===== config.mk =====
export PLATFORM = sky130hd
export DESIGN_NAME = mem_arbiter
export DESIGN_NICKNAME = d
export VERILOG_FILES = /design/src/rtl/mem_arb_pkg.sv /design/src/rtl/mem_arbiter_rr_pick2.sv /design/src/rtl/mem_arbiter.sv
export SDC_FILE = /design/constraint.sdc
export NUM_CORES = 1
export LEC_CHECK = 0
export ABC_AREA = 0
export ABC_CLOCK_PERIOD_IN_PS = 3600
export BUFFER_PORTS_ARGS = -buffer_cell sky130_fd_sc_hd__buf_2
export CAP_MARGIN = 10
export CORE_MARGIN = 5
export CORE_UTILIZATION = 40
export CTS_BUF_LIST = sky130_fd_sc_hd__clkbuf_4
export CTS_CLUSTER_SIZE = 28
export DETAILED_ROUTE_END_ITERATION = 8
export GPL_ROUTABILITY_DRIVEN = 0
export PLACE_DENSITY = 0.83
export REMOVE_ABC_BUFFERS = 1
export SLEW_MARGIN = 20
export SYNTH_ARGS = -nofsm -noshare
export SYNTH_HDL_FRONTEND = slang
export SYNTH_HIERARCHICAL = 1
export SYNTH_SLANG_ARGS = --single-unit
export TNS_END_PERCENT = 5

===== constraint.sdc =====
create_clock -name clk -period 3.6 [get_ports clk]
set_input_delay 0.72 -clock clk [delete_from_list [all_inputs] [get_ports clk]]
set_output_delay 0.72 -clock clk [all_outputs]
set_load 0.01 [all_outputs]

===== src/rtl/mem_arb_pkg.sv =====
// mem_arb_pkg: shared types for the two-port memory arbiter.
// State encoding, port index type and default widths.
package mem_arb_pkg;

    localparam int ARB_AW = 32;
    localparam int ARB_DW = 32;

    typedef enum logic [1:0] {
        IDLE,
        ACCESS,
        DONE
    } arb_state_t;

    typedef logic port_t;

endpackage


===== src/rtl/mem_arbiter_rr_pick2.sv =====
// rr_pick2: combinational 2-way round-robin picker.
// On a tie the port that was not served last wins.
module rr_pick2
    import mem_arb_pkg::*;
(
    input  logic [1:0] req,
    input  port_t      last,
    output logic       grant_valid,
    output port_t      grant_idx
);

    // Pick the single requester, or alternate on a tie.
    always_comb begin
        grant_valid = |req;
        grant_idx   = 1'b0;
        unique case (req)
            2'b11:   grant_idx = ~last;
            2'b10:   grant_idx = 1'b1;
            default: grant_idx = 1'b0;
        endcase
    end

endmodule


===== src/rtl/mem_arbiter.sv =====
// mem_arbiter: shares one word-wide memory between CPU (port 0) and aux (port 1).
// Optional MEM_ARB_LOCK_EN adds lock1 so port 1 can keep the memory across bursts.
module mem_arbiter
    import mem_arb_pkg::*;
#(
    parameter int AW = ARB_AW,
    parameter int DW = ARB_DW
) (
    input  logic          clk,
    input  logic          reset,
    input  logic          req0,
    input  logic          we0,
    input  logic [AW-1:0] adr0,
    input  logic [DW-1:0] wdata0,
    output logic          ack0,
    output logic [DW-1:0] rdata0,
    input  logic          req1,
    input  logic          we1,
    input  logic [AW-1:0] adr1,
    input  logic [DW-1:0] wdata1,
    output logic          ack1,
    output logic [DW-1:0] rdata1,
`ifdef MEM_ARB_LOCK_EN
    input  logic          lock1,
`endif
    output logic          mem_we,
    output logic [AW-1:0] mem_adr,
    output logic [DW-1:0] mem_wdata,
    input  logic [DW-1:0] mem_rdata,
    output logic          busy
);

    arb_state_t    state;
    port_t         owner;
    port_t         last;
    logic [1:0]    req_v;
    logic          pick_valid;
    port_t         pick_idx;
    logic          go;
    port_t         gidx;
    logic          sel_we;
    logic [AW-1:0] sel_adr;
    logic [DW-1:0] sel_wdata;
`ifdef MEM_ARB_LOCK_EN
    logic          locked;
    logic          hold;
`endif

    assign req_v = {req1, req0};
    assign busy  = (state != IDLE);

    rr_pick2 u_pick (
        .req         (req_v),
        .last        (last),
        .grant_valid (pick_valid),
        .grant_idx   (pick_idx)
    );

    assign sel_we    = gidx ? we1    : we0;
    assign sel_adr   = gidx ? adr1   : adr0;
    assign sel_wdata = gidx ? wdata1 : wdata0;

    // Decide whether a new grant starts this cycle, and for which port.
    always_comb begin
        go   = 1'b0;
        gidx = pick_idx;
`ifdef MEM_ARB_LOCK_EN
        hold = owner & lock1;
`endif
        unique case (state)
            IDLE: begin
                go   = pick_valid;
                gidx = pick_idx;
`ifdef MEM_ARB_LOCK_EN
                if (locked && req1) begin
                    go   = 1'b1;
                    gidx = 1'b1;
                end
`endif
            end
            DONE: begin
                // The owner's req is stale here; only the other port counts.
                gidx = ~owner;
                go   = owner ? req0 : req1;
`ifdef MEM_ARB_LOCK_EN
                if (hold) go = 1'b0;
`endif
            end
            default: ;
        endcase
    end

    // Arbiter FSM with registered memory drive, acks and read data.
    always_ff @(posedge clk or negedge reset) begin
        if (!reset) begin
            state     <= IDLE;
            owner     <= 1'b0;
            last      <= 1'b1;
            mem_we    <= 1'b0;
            mem_adr   <= '0;
            mem_wdata <= '0;
            ack0      <= 1'b0;
            ack1      <= 1'b0;
            rdata0    <= '0;
            rdata1    <= '0;
`ifdef MEM_ARB_LOCK_EN
            locked    <= 1'b0;
`endif
        end else begin
            ack0 <= 1'b0;
            ack1 <= 1'b0;
            unique case (state)
                IDLE, DONE: begin
`ifdef MEM_ARB_LOCK_EN
                    locked <= (state == DONE) && hold;
`endif
                    if (go) begin
                        owner     <= gidx;
                        mem_we    <= sel_we;
                        mem_adr   <= sel_adr;
                        mem_wdata <= sel_wdata;
                        state     <= ACCESS;
                    end else begin
                        state <= IDLE;
                    end
                end
                ACCESS: begin
                    if (owner) begin
                        ack1 <= 1'b1;
                        if (!mem_we) rdata1 <= mem_rdata;
                    end else begin
                        ack0 <= 1'b1;
                        if (!mem_we) rdata0 <= mem_rdata;
                    end
                    mem_we <= 1'b0;
                    last   <= owner;
                    state  <= DONE;
                end
                default: state <= IDLE;
            endcase
        end
    end

endmodule


==> metrics.md <==
| Metric | Value |
|---|---|
| Synth Cell Area | 5670 sq um |
| Fin crit period | 2.25 ns |
| Final wirelength | 15.4 mm |
| CP max stage delay | 0.50 ns |
| Slew headroom | 48.3% |
| DP HPWL | 11.9 mm |
| Worst hold slack | 0.246 ns |
| Crit Path Class | reg2out |
| Worst EP required | 2.88 ns |
| Final core area utilization | 54.8% |
| Clock slew at reported path FFs | 0.13 ns |
| DRC | 0 |
| Fillers | 1177 |
| FP Rows | 43 |
| Buffers & Inverters on Critical Path | 1 |
| Crit-path cells | or2_2, buf_2 |
| Crit path max fanout | 9 |
| Largest net degree at the start of global routing | 88 |
| Final setup vio count | 0 |
| Cell Pwr Density | 916 nW/um^2 |
| Post-synth top area share | 59.1% |
| Sequential fraction of the synthesis area | 59.6% |
| CP Capture Type | output pin |
| Core area | 13900 sq um |
| Hold bufs inserted after CTS | 0 |
| Slowest-stage cell, CP | dfrtp_1 |
| Synth area leaders | dfrtp_1, mux2_2, mux2i_1, a21oi_1, nor2_1 |
| Average wire per standard cell | 16.5 microns |
| Setup crit start kind | register |
| DIE WIDTH | 129 microns |
| Initial antenna violation count | 1 |
| Worst Path Arrival | 1.53 ns |
| Placed cell count | 905 |
| Post-synth EDFFs | 0 |
| Final ANT Viol Nets | 0 |
| Final Max Slew Viols | 0 |
| Synth Area per Inst | 12.7 sq um |
| Synthesis Warnings | 6 |
| Vias in the first global route | 4837 |
| Ys async rst share | 100% |
| Final Non-Filler Cells | 938 |
| Die extent in y | 129 microns |
| Final Cycle Share | 62.4% |
| Fmax | 0.445 GHz |
| Nets@finish | 910 |
| Hold Fails Final Rpt | 0 |
| Outcome | finished, final reports clean |
| Dominant cell type by area after synthesis | dfrtp_1 |
| Clk buf depth | 2 |
| H-tree levels | 4 |
| Inserted Clock Buffers | 17 |
| Die area | 16700 sq um |
| Clock Skews | 0.0178 ns |
| Via density per instance | 4.82 |
| Via Count | 4523 |
| Worst-Margin Slew | 0.775 ns |
| Root Buffer Master | clkbuf_4 |
| Gr ovfl total | 0 |
| HP Class | in2async |
| Mapped Cells | 448 |
| CP top delay family | flip-flops |
| Layout cells sized above 1 | 53.0% |
| Worst-Skew Late Latency | 0.53 ns |
| Post-synthesis register bit count | 135 |
| Final TNS setup | 0 ns |
| Max-cap violations | 0 |
| Initial DRC count | 130 |
| RSZ-0062 raised after global routing | false |
| Tot GR Track Use | 18.4% |
| Resized cells post-CTS | 0 |
| Post-synth cell types | 27 |
| CTS tree | done |
| LEAKAGE | 3.86 nW |
| Starting density of the core | 40.8% |
| PortBufs | 297 |
| Main synth FF type | dfrtp_1 |
| Tot Pwr | 6.97 mW |
| P&R area growth vs syn | 34.2% |
| VDD IR max | 702 uV |
| CTS sink cnt | 135 |
| DRT Pass-1 Iters | 6 |
| First-pass GRT wire length | 24.0 mm |
| Setup bufs post-CTS | 0 |
| Top-Level Pins | 298 |
Yosys cell counts, types with 2 or more instances:
library cell / n
o21ai_0: 2
nand2_1: 6
nand2b_1: 2
mux2_1: 7
nor2_1: 66
mux2i_1: 65
clkbuf_1: 2
o211ai_1: 2
buf_2: 14
buf_4: 6
mux2_2: 58
buf_6: 6
a21oi_1: 65
dfrtp_1: 134
power breakdown:
group | internal (mW) | switching [mW] | total, mW | leakage [nW]
registers | 2.29 | 0.426 | 2.71 | 1.55
logic | 1.48 | 1.74 | 3.22 | 2.15
clock network | 0.430 | 0.607 | 1.04 | 0.148
total | 4.19 | 2.78 | 6.97 | 3.86
final timing paths:
kind | start | end | slack, ns | depth (start not counted)
worst max-delay path | state[1] | busy | 1.35 | 2
worst min-delay path | reset | rdata0[19] | 0.25 | 1
worst max register to register | last | mem_wdata[17] | 1.35 | 6
worst min register to register | last | last | 0.47 | 2
max in group asynchronous | reset | mem_wdata[28] | 2.62 | 2
min in group clk | mem_rdata[21] | rdata1[21] | 0.42 | 2
cells by family after synthesis:
family	Yosys count	synth area share, %
and+or+nand+nor	81	5.83
DFF	135	59.6
buffers and inverters	30	3.49
muxes	130	24.4
AOI/OAI and AO/OA	72	6.69
cells in the final DEF (no fill, tap or decap), types with 2 or more instances in the layout:
cell type	instances
buf_2	296
mux2_2	58
o21ai_0	2
mux2i_1	65
nand2b_1	2
a21oi_1	64
buf_12	2
bufinv_16	2
nand2_1	6
buf_4	6
o211ai_1	2
mux2_1	7
inv_6	5
clkinvlp_4	4
inv_8	2
dfrtp_1	134
clkbuf_4	17
nor2_1	66
metrics by stage:
step / area [sq um] / setup slack, ns
after detailed placement: 7310 / 1.07
after global routing: 7610 / 1.24
after floorplan: 5480 / -2.63
after CTS: 7600 / 1.29
final: 7610 / 1.35
after global placement: 7310 / 1.17
worst register-to-register path, stage by stage, from the launching register on:
cell      delay, ns
dfstp_2        0.56
a21boi_0       0.18
a21oi_4        0.18
buf_4          0.35
buf_4          0.48
mux2i_1        0.27
a21oi_1        0.09
layer usage:
metal / up-vias / global-route usage, % / routed length [microns]
met1: 2127 / 19.9 / 5630
met3: 15 / 9.52 / 1990
met5: - / 0 / 0
met4: 0 / 6.18 / 248
li1: 2173 / - / -
met2: 208 / 31.0 / 7570
cell type report:
class | instances | area [sq um] | share of cell area, %
Sequential cell | 135 | 3380 | 44.4
Clock buffer | 17 | 128 | 1.68
Timing Repair Buffer | 305 | 1580 | 20.7
Clock inverter | 15 | 169 | 2.22
Tap cell | 180 | 225 | 2.96
Antenna cell | 1 | 2.50 | 0.0329
Inverter | 2 | 7.51 | 0.0987
Multi-Input combinational cell | 283 | 2120 | 27.8
state kept, by name, summed over array words and instances, names as in the netlist:
name	cells
owner	1
last	1
rdata0	32
rdata1	32
ack0	1
mem_adr	32
state	2
ack1	1
mem_wdata	32
mem_we	1
No activity file was read; power rests on OpenSTA's default activity.
